`src/rtl/lpm_pkg.sv`:
```
// Shared LPM definitions: entry layout, field width, words per entry and word-index type.
// The optional out_enq_last port of lpm_entry_serializer is enabled by defining SERIALIZER_LAST_EN.
package lpm_pkg;

    localparam int LPM_DATA_W = 32;
    localparam int LPM_NWORDS = 3;
    localparam int LPM_IDX_W  = (LPM_NWORDS > 1) ? $clog2(LPM_NWORDS) : 1;

    typedef logic [LPM_IDX_W-1:0] lpm_idx_t;

    // Field a sits in the LSBs so that word k is bits [k*DATA_W +: DATA_W].
    typedef struct packed {
        logic [LPM_DATA_W-1:0] c;
        logic [LPM_DATA_W-1:0] b;
        logic [LPM_DATA_W-1:0] a;
    } lpm_entry_t;

    typedef enum logic {
        SER_IDLE = 1'b0,
        SER_SEND = 1'b1
    } ser_state_t;

endpackage

```
`src/rtl/lpm_entry_serializer.sv`:
```
// Pops wide LPM entries from an upstream FIFO and emits them word by word (a, b, c) into an enq sink.
// Define SERIALIZER_LAST_EN to add out_enq_last, flagging the final word of each entry.
module lpm_entry_serializer
    import lpm_pkg::*;
#(
    parameter int DATA_W = LPM_DATA_W,
    parameter int NWORDS = LPM_NWORDS
) (
    input  logic                     CLK,
    input  logic                     nRST,
    input  logic                     in_deq__RDY,
    input  logic [DATA_W*NWORDS-1:0] in_first,
    output logic                     in_deq__ENA,
    input  logic                     out_enq__RDY,
    output logic                     out_enq__ENA,
    output logic [DATA_W-1:0]        out_enq_v
`ifdef SERIALIZER_LAST_EN
    ,
    output logic                     out_enq_last
`endif
);

    localparam int               IDX_W    = (NWORDS > 1) ? $clog2(NWORDS) : 1;
    localparam logic [IDX_W-1:0] LAST_IDX = IDX_W'(NWORDS - 1);

    ser_state_t                 state_q, state_d;
    logic [IDX_W-1:0]           idx_q, idx_d;
    logic [DATA_W*NWORDS-1:0]   hold_q, hold_d;

    logic                       busy;
    logic                       at_last;
    logic                       out_fire;
    logic                       in_fire;
    logic [DATA_W-1:0]          words [NWORDS];

    generate
        for (genvar gi = 0; gi < NWORDS; gi++) begin : g_word
            assign words[gi] = hold_q[gi*DATA_W +: DATA_W];
        end
    endgenerate

    assign busy    = (state_q == SER_SEND);
    assign at_last = (idx_q == LAST_IDX);

    // A refill is allowed while idle or while the final word leaves, which removes the inter-entry bubble.
    assign out_fire = nRST & busy & out_enq__RDY;
    assign in_fire  = nRST & in_deq__RDY & (~busy | (out_enq__RDY & at_last));

    assign in_deq__ENA  = in_fire;
    assign out_enq__ENA = out_fire;

    always_comb begin
        out_enq_v = words[0];
        for (int k = 1; k < NWORDS; k++) begin
            if (idx_q == IDX_W'(k)) begin
                out_enq_v = words[k];
            end
        end
    end

`ifdef SERIALIZER_LAST_EN
    assign out_enq_last = busy & at_last;
`endif

    always_comb begin
        state_d = state_q;
        idx_d   = idx_q;
        hold_d  = hold_q;
        if (in_fire) begin
            state_d = SER_SEND;
            idx_d   = '0;
            hold_d  = in_first;
        end else if (out_fire) begin
            if (at_last) begin
                state_d = SER_IDLE;
            end else begin
                idx_d = idx_q + IDX_W'(1);
            end
        end
    end

    always_ff @(posedge CLK) begin
        if (!nRST) begin
            state_q <= SER_IDLE;
            idx_q   <= '0;
            hold_q  <= '0;
        end else begin
            state_q <= state_d;
            idx_q   <= idx_d;
            hold_q  <= hold_d;
        end
    end

endmodule

```
`config.mk`:
```
export PLATFORM = sky130hd
export DESIGN_NAME = lpm_entry_serializer
export DESIGN_NICKNAME = d
export VERILOG_FILES = /design/src/rtl/lpm_pkg.sv /design/src/rtl/lpm_entry_serializer.sv
export SDC_FILE = /design/constraint.sdc
export NUM_CORES = 1
export LEC_CHECK = 0
export ABC_AREA = 1
export CAP_MARGIN = 40
export CORE_MARGIN = 2
export CORE_UTILIZATION = 60
export CTS_BUF_LIST = sky130_fd_sc_hd__clkbuf_4
export DETAILED_ROUTE_END_ITERATION = 10
export DONT_BUFFER_PORTS = 1
export GPL_ROUTABILITY_DRIVEN = 0
export MAX_ROUTING_LAYER = met4
export PLACE_DENSITY = 0.76
export SLEW_MARGIN = 25
export SYNTH_ARGS = -nofsm -noshare
export SYNTH_HDL_FRONTEND = slang
export SYNTH_SLANG_ARGS = --single-unit
```
`constraint.sdc`:
```
create_clock -name CLK -period 2.94 [get_ports CLK]
set_clock_uncertainty 0.15 [all_clocks]
set_input_delay 0.441 -clock CLK [delete_from_list [all_inputs] [get_ports CLK]]
set_output_delay 0.441 -clock CLK [all_outputs]
set_load 0.02 [all_outputs]
```
==> results.yml, run 1 <==
outcome:
  status: "stopped before the end"
  stop_stage: "4_1_cts"
  tool.error: "[ERROR RSZ-0060] Max buffer count reached."
synthesis:
  synth_top_area_cell: "dfxtp_1"
  synth_area_per_cell_um2: 7.75
  synth_area_um2: 4220
  synthCells: 545
  synth_seq_cells: 99
  synth.area.top_cells: "dfxtp_1, nand2_1, o21ai_2"
  synth_top_area_share: 0.469
  synth_nets: 647
  ys_seq_area_frac: 0.469
  synth.distinct_cells: 20
  ys_warn_count: 0
clock_network:
  cts_made_buffers: 9
  post_cts_buffers: 0
  cts_resized: 0
  clk_path_buf_depth: 2
  h-tree-depth: 3
  cts_hold_buf: 126
  cts_num_sinks: 99
  cts-root-buf: "clkbuf_4"
die:
  std_cell_rows: 30
  ios: 134
  die_h_um: 87.9
  chipWidth_um: 87.9
  start_util: 0.622
place:
  port_buffers: 0
  hpwlAfterDp_um: 6120
## Yosys cell counts, drive strengths merged
library cell  instances
clkbuf                7
a21oi                 3
nand3                34
nand2               168
inv                  71
ha                    2
nand4                 1
nor2                  1
o21ai                96
dfxtp                99
o211ai               32
buf                  31
## per-stage QoR
stage / instance area [um^2] / util / worst slack (ns) / instances / hold WS, ns
after detailed placement: 4200 / 0.617 / 0.547 / 609 / 0.308
after global placement: 4200 / 0.617 / 0.695 / 609 / 0.303
after floorplan: 4220 / - / 0.960 / 545 / 0.292
## cell families after synthesis
kind of cell	synth area share
flip-flops	0.469
AO/OA/AOI/OAI	0.210
buffers and inverters	0.120
AND/OR/NAND/NOR	0.195
adder cells (fa/ha/maj)	0.00592
==> inputs of run 2 (changes only) <==
--- a/config.mk
+++ b/config.mk
@@ -8,13 +8,11 @@
 export ABC_AREA = 1
 export CAP_MARGIN = 40
 export CORE_MARGIN = 2
-export CORE_UTILIZATION = 60
-export CTS_BUF_LIST = sky130_fd_sc_hd__clkbuf_4
+export CORE_UTILIZATION = 40
 export DETAILED_ROUTE_END_ITERATION = 10
 export DONT_BUFFER_PORTS = 1
 export GPL_ROUTABILITY_DRIVEN = 0
-export MAX_ROUTING_LAYER = met4
-export PLACE_DENSITY = 0.76
+export PLACE_DENSITY_LB_ADDON = 0.15
 export SLEW_MARGIN = 25
 export SYNTH_ARGS = -nofsm -noshare
 export SYNTH_HDL_FRONTEND = slang
==> results.yml, run 2 <==
outcome:
  status: "finished clean"
clock_network:
  clk_latency_ns: 0.35
  cts_num_sinks: 99
  cts_resized: 0
  cts_tree: "yes"
  cts_made_buffers: 9
  clk_path_buf_depth: 2
  cts_hold_buf: 0
  cts-root-buf: "clkbuf_8"
  clk_pin_slew_ns: 0.10
  h-tree-depth: 3
  post_cts_buffers: 0
grt:
  antenna_found_initial: 0
  grt_pass1_vias: 3256
  grt.total_usage: 0.178
  overflow: 0
  grt_max_degree: 55
  grt_pass1_wl_um: 16000
timing:
  finalSetupViolations: 0
  worstMarginPinSlew_ns: 0.746
  worst_slack_ns: 0.333
  slew_headroom: 0.497
  fin_crit_sh: 0.887
  finalSetupTns_ns: 0
  period_needed_ns: 2.61
  final_hold_viol_count: 0
  rsz0062_at_grt: "false"
  fmax_mhz: 384
  slew_violations: 0
drt:
  dr_total_vias: 3333
  avgViaCountPerCell: 4.98
  drc: 0
  routedWlPerCell_um: 14.7
  first_iter_violations: 171
  antenna_left: 0
  drt-pass1-iter-count: 4
  wl_um: 9840
synthesis:
  synthCells: 545
  synth.most_common_cell: "nand2_1"
  synthFlopType: "dfxtp_1"
  synth_edf_count: 0
  synth.distinct_cells: 20
  synth_seq_cells: 99
  synth_nets: 647
  synthTopCellsByCount: "nand2_1, dfxtp_1, inv_1"
  ys_warn_count: 0
  synth_area_per_cell_um2: 7.75
  synth.area.top_cells: "dfxtp_1, nand2_1, o21ai_2"
  synth_area_um2: 4220
  synthArstFlopShare: 0
  synth_top_area_share: 0.469
  synth_top_area_cell: "dfxtp_1"
  ys_seq_area_frac: 0.469
die:
  std_cell_rows: 37
  start_util: 0.411
  chipWidth_um: 107
  ios: 134
  die_h_um: 107
  core-area_um2: 10300
  die_area_um2: 11400
worst_setup_path:
  crit_type: "reg2out"
  crit_slowest_cell: "dfxtp_1"
  endpoint_kind: "output pin"
  max_stage_delay_ns: 0.36
  required_ns: 2.35
  critPathLaunchType: "flop"
  cp_max_fo: 29
  crit_arrival_ns: 2.02
  crit_path_cell_trace: "inv_1, ha_1, inv_2, buf_12, o211ai_1, o21ai_0"
final_layout:
  layout_common_cells: "nand2_1, dfxtp_1, inv_1"
  syn2layout_area_growth_pct: 6.52
  final_common_cell: "nand2_1"
  final_nets: 630
  stdcell_count: 669
  regMostFlops: "hold_q"
  fill_cells: 1114
  largest_register_ffs: 96
  final_core_util: 0.438
  layout-drive-gt1-share: 0.137
  diodes: 0
place:
  place_ws_ns: 0.683
  dp.cells: 653
  port_buffers: 0
  hpwlAfterDp_um: 6900
min_path:
  hold_class: "in2reg"
job:
  maxCapViolCount: 0
pwr:
  p_per_area_nw_per_um2: 618
  p_leak_nw: 1.78
  peakVddDrop_mv: 0.229
  totalPowerFinal_mw: 2.78
-- run 2: cell counts after synthesis --
Identical to the previous run, type by type.
-- run 2: through the flow --
stage / cell area, um^2 / hold slack [ns]
2_1_floorplan: 4220 / 0.292
3_3_place_gp: 4280 / 0.302
3_5_place_dp: 4280 / 0.306
4_1_cts: 4500 / 0.00262
5_1_grt: 4500 / 0.0151
6_report: 4500 / 0.0317
-- run 2: routing by layer --
layer / part of all wire / GRT usage / vias to the layer above
met5: 0 / 0 / -
met4: 0.012 / 0.0788 / 0
met3: 0.062 / 0.0395 / 7
met2: 0.48 / 0.293 / 86
met1: 0.45 / 0.225 / 1524
li1: - / - / 1716
-- run 2: cell type report --
| class | instances | area, um^2 | area share |
|---|---|---|---|
| clock buffers | 9 | 124 | 0.0275 |
| clock inverters | 7 | 98.8 | 0.0220 |
| inverters | 71 | 269 | 0.0598 |
| multi-input cells | 337 | 1740 | 0.387 |
| flip-flops and latches | 99 | 1980 | 0.441 |
| well taps | 136 | 170 | 0.0378 |
| repair buffers | 10 | 113 | 0.0250 |
-- run 2: cells by family (layout without fill, tap and decap cells) --
logic type | Yosys count | in the layout | share of synthesized area
DFF | 99 | 99 | 0.469
AOI/OAI and AO/OA | 131 | 131 | 0.210
buffers and inverters | 109 | 97 | 0.120
and+or+nand+nor | 204 | 204 | 0.195
adders and majority gates | 2 | 2 | 0.00592
-- run 2: report_power, final --
part	internal (mW)	total (mW)	switching, mW
combinational	0.100	0.331	0.231
clock	0.487	0.975	0.488
sequential	1.44	1.47	0.0331
total	2.03	2.78	0.752
-- run 2: worst max-delay path, delay by kind of cell (launching register included) --
family / cells / cell delay, ns
buffers and inverters: 3 / 0.62
adders and majority gates: 1 / 0.22
DFF: 1 / 0.36
AOI/OAI and AO/OA: 2 / 0.45
-- run 2: final timing paths --
| path | startpoint | endpoint | slack, ns | cells after the start |
|---|---|---|---|---|
| max | idx_q[0] | out_enq_v[26] | 0.33 | 6 |
| min | in_first[31] | hold_q[31] | 0.03 | 2 |
| max reg2reg | idx_q[0] | hold_q[80] | 0.71 | 8 |
| min reg2reg | hold_q[27] | hold_q[27] | 0.32 | 2 |
Note: power is estimated with default switching activity, not from simulation.
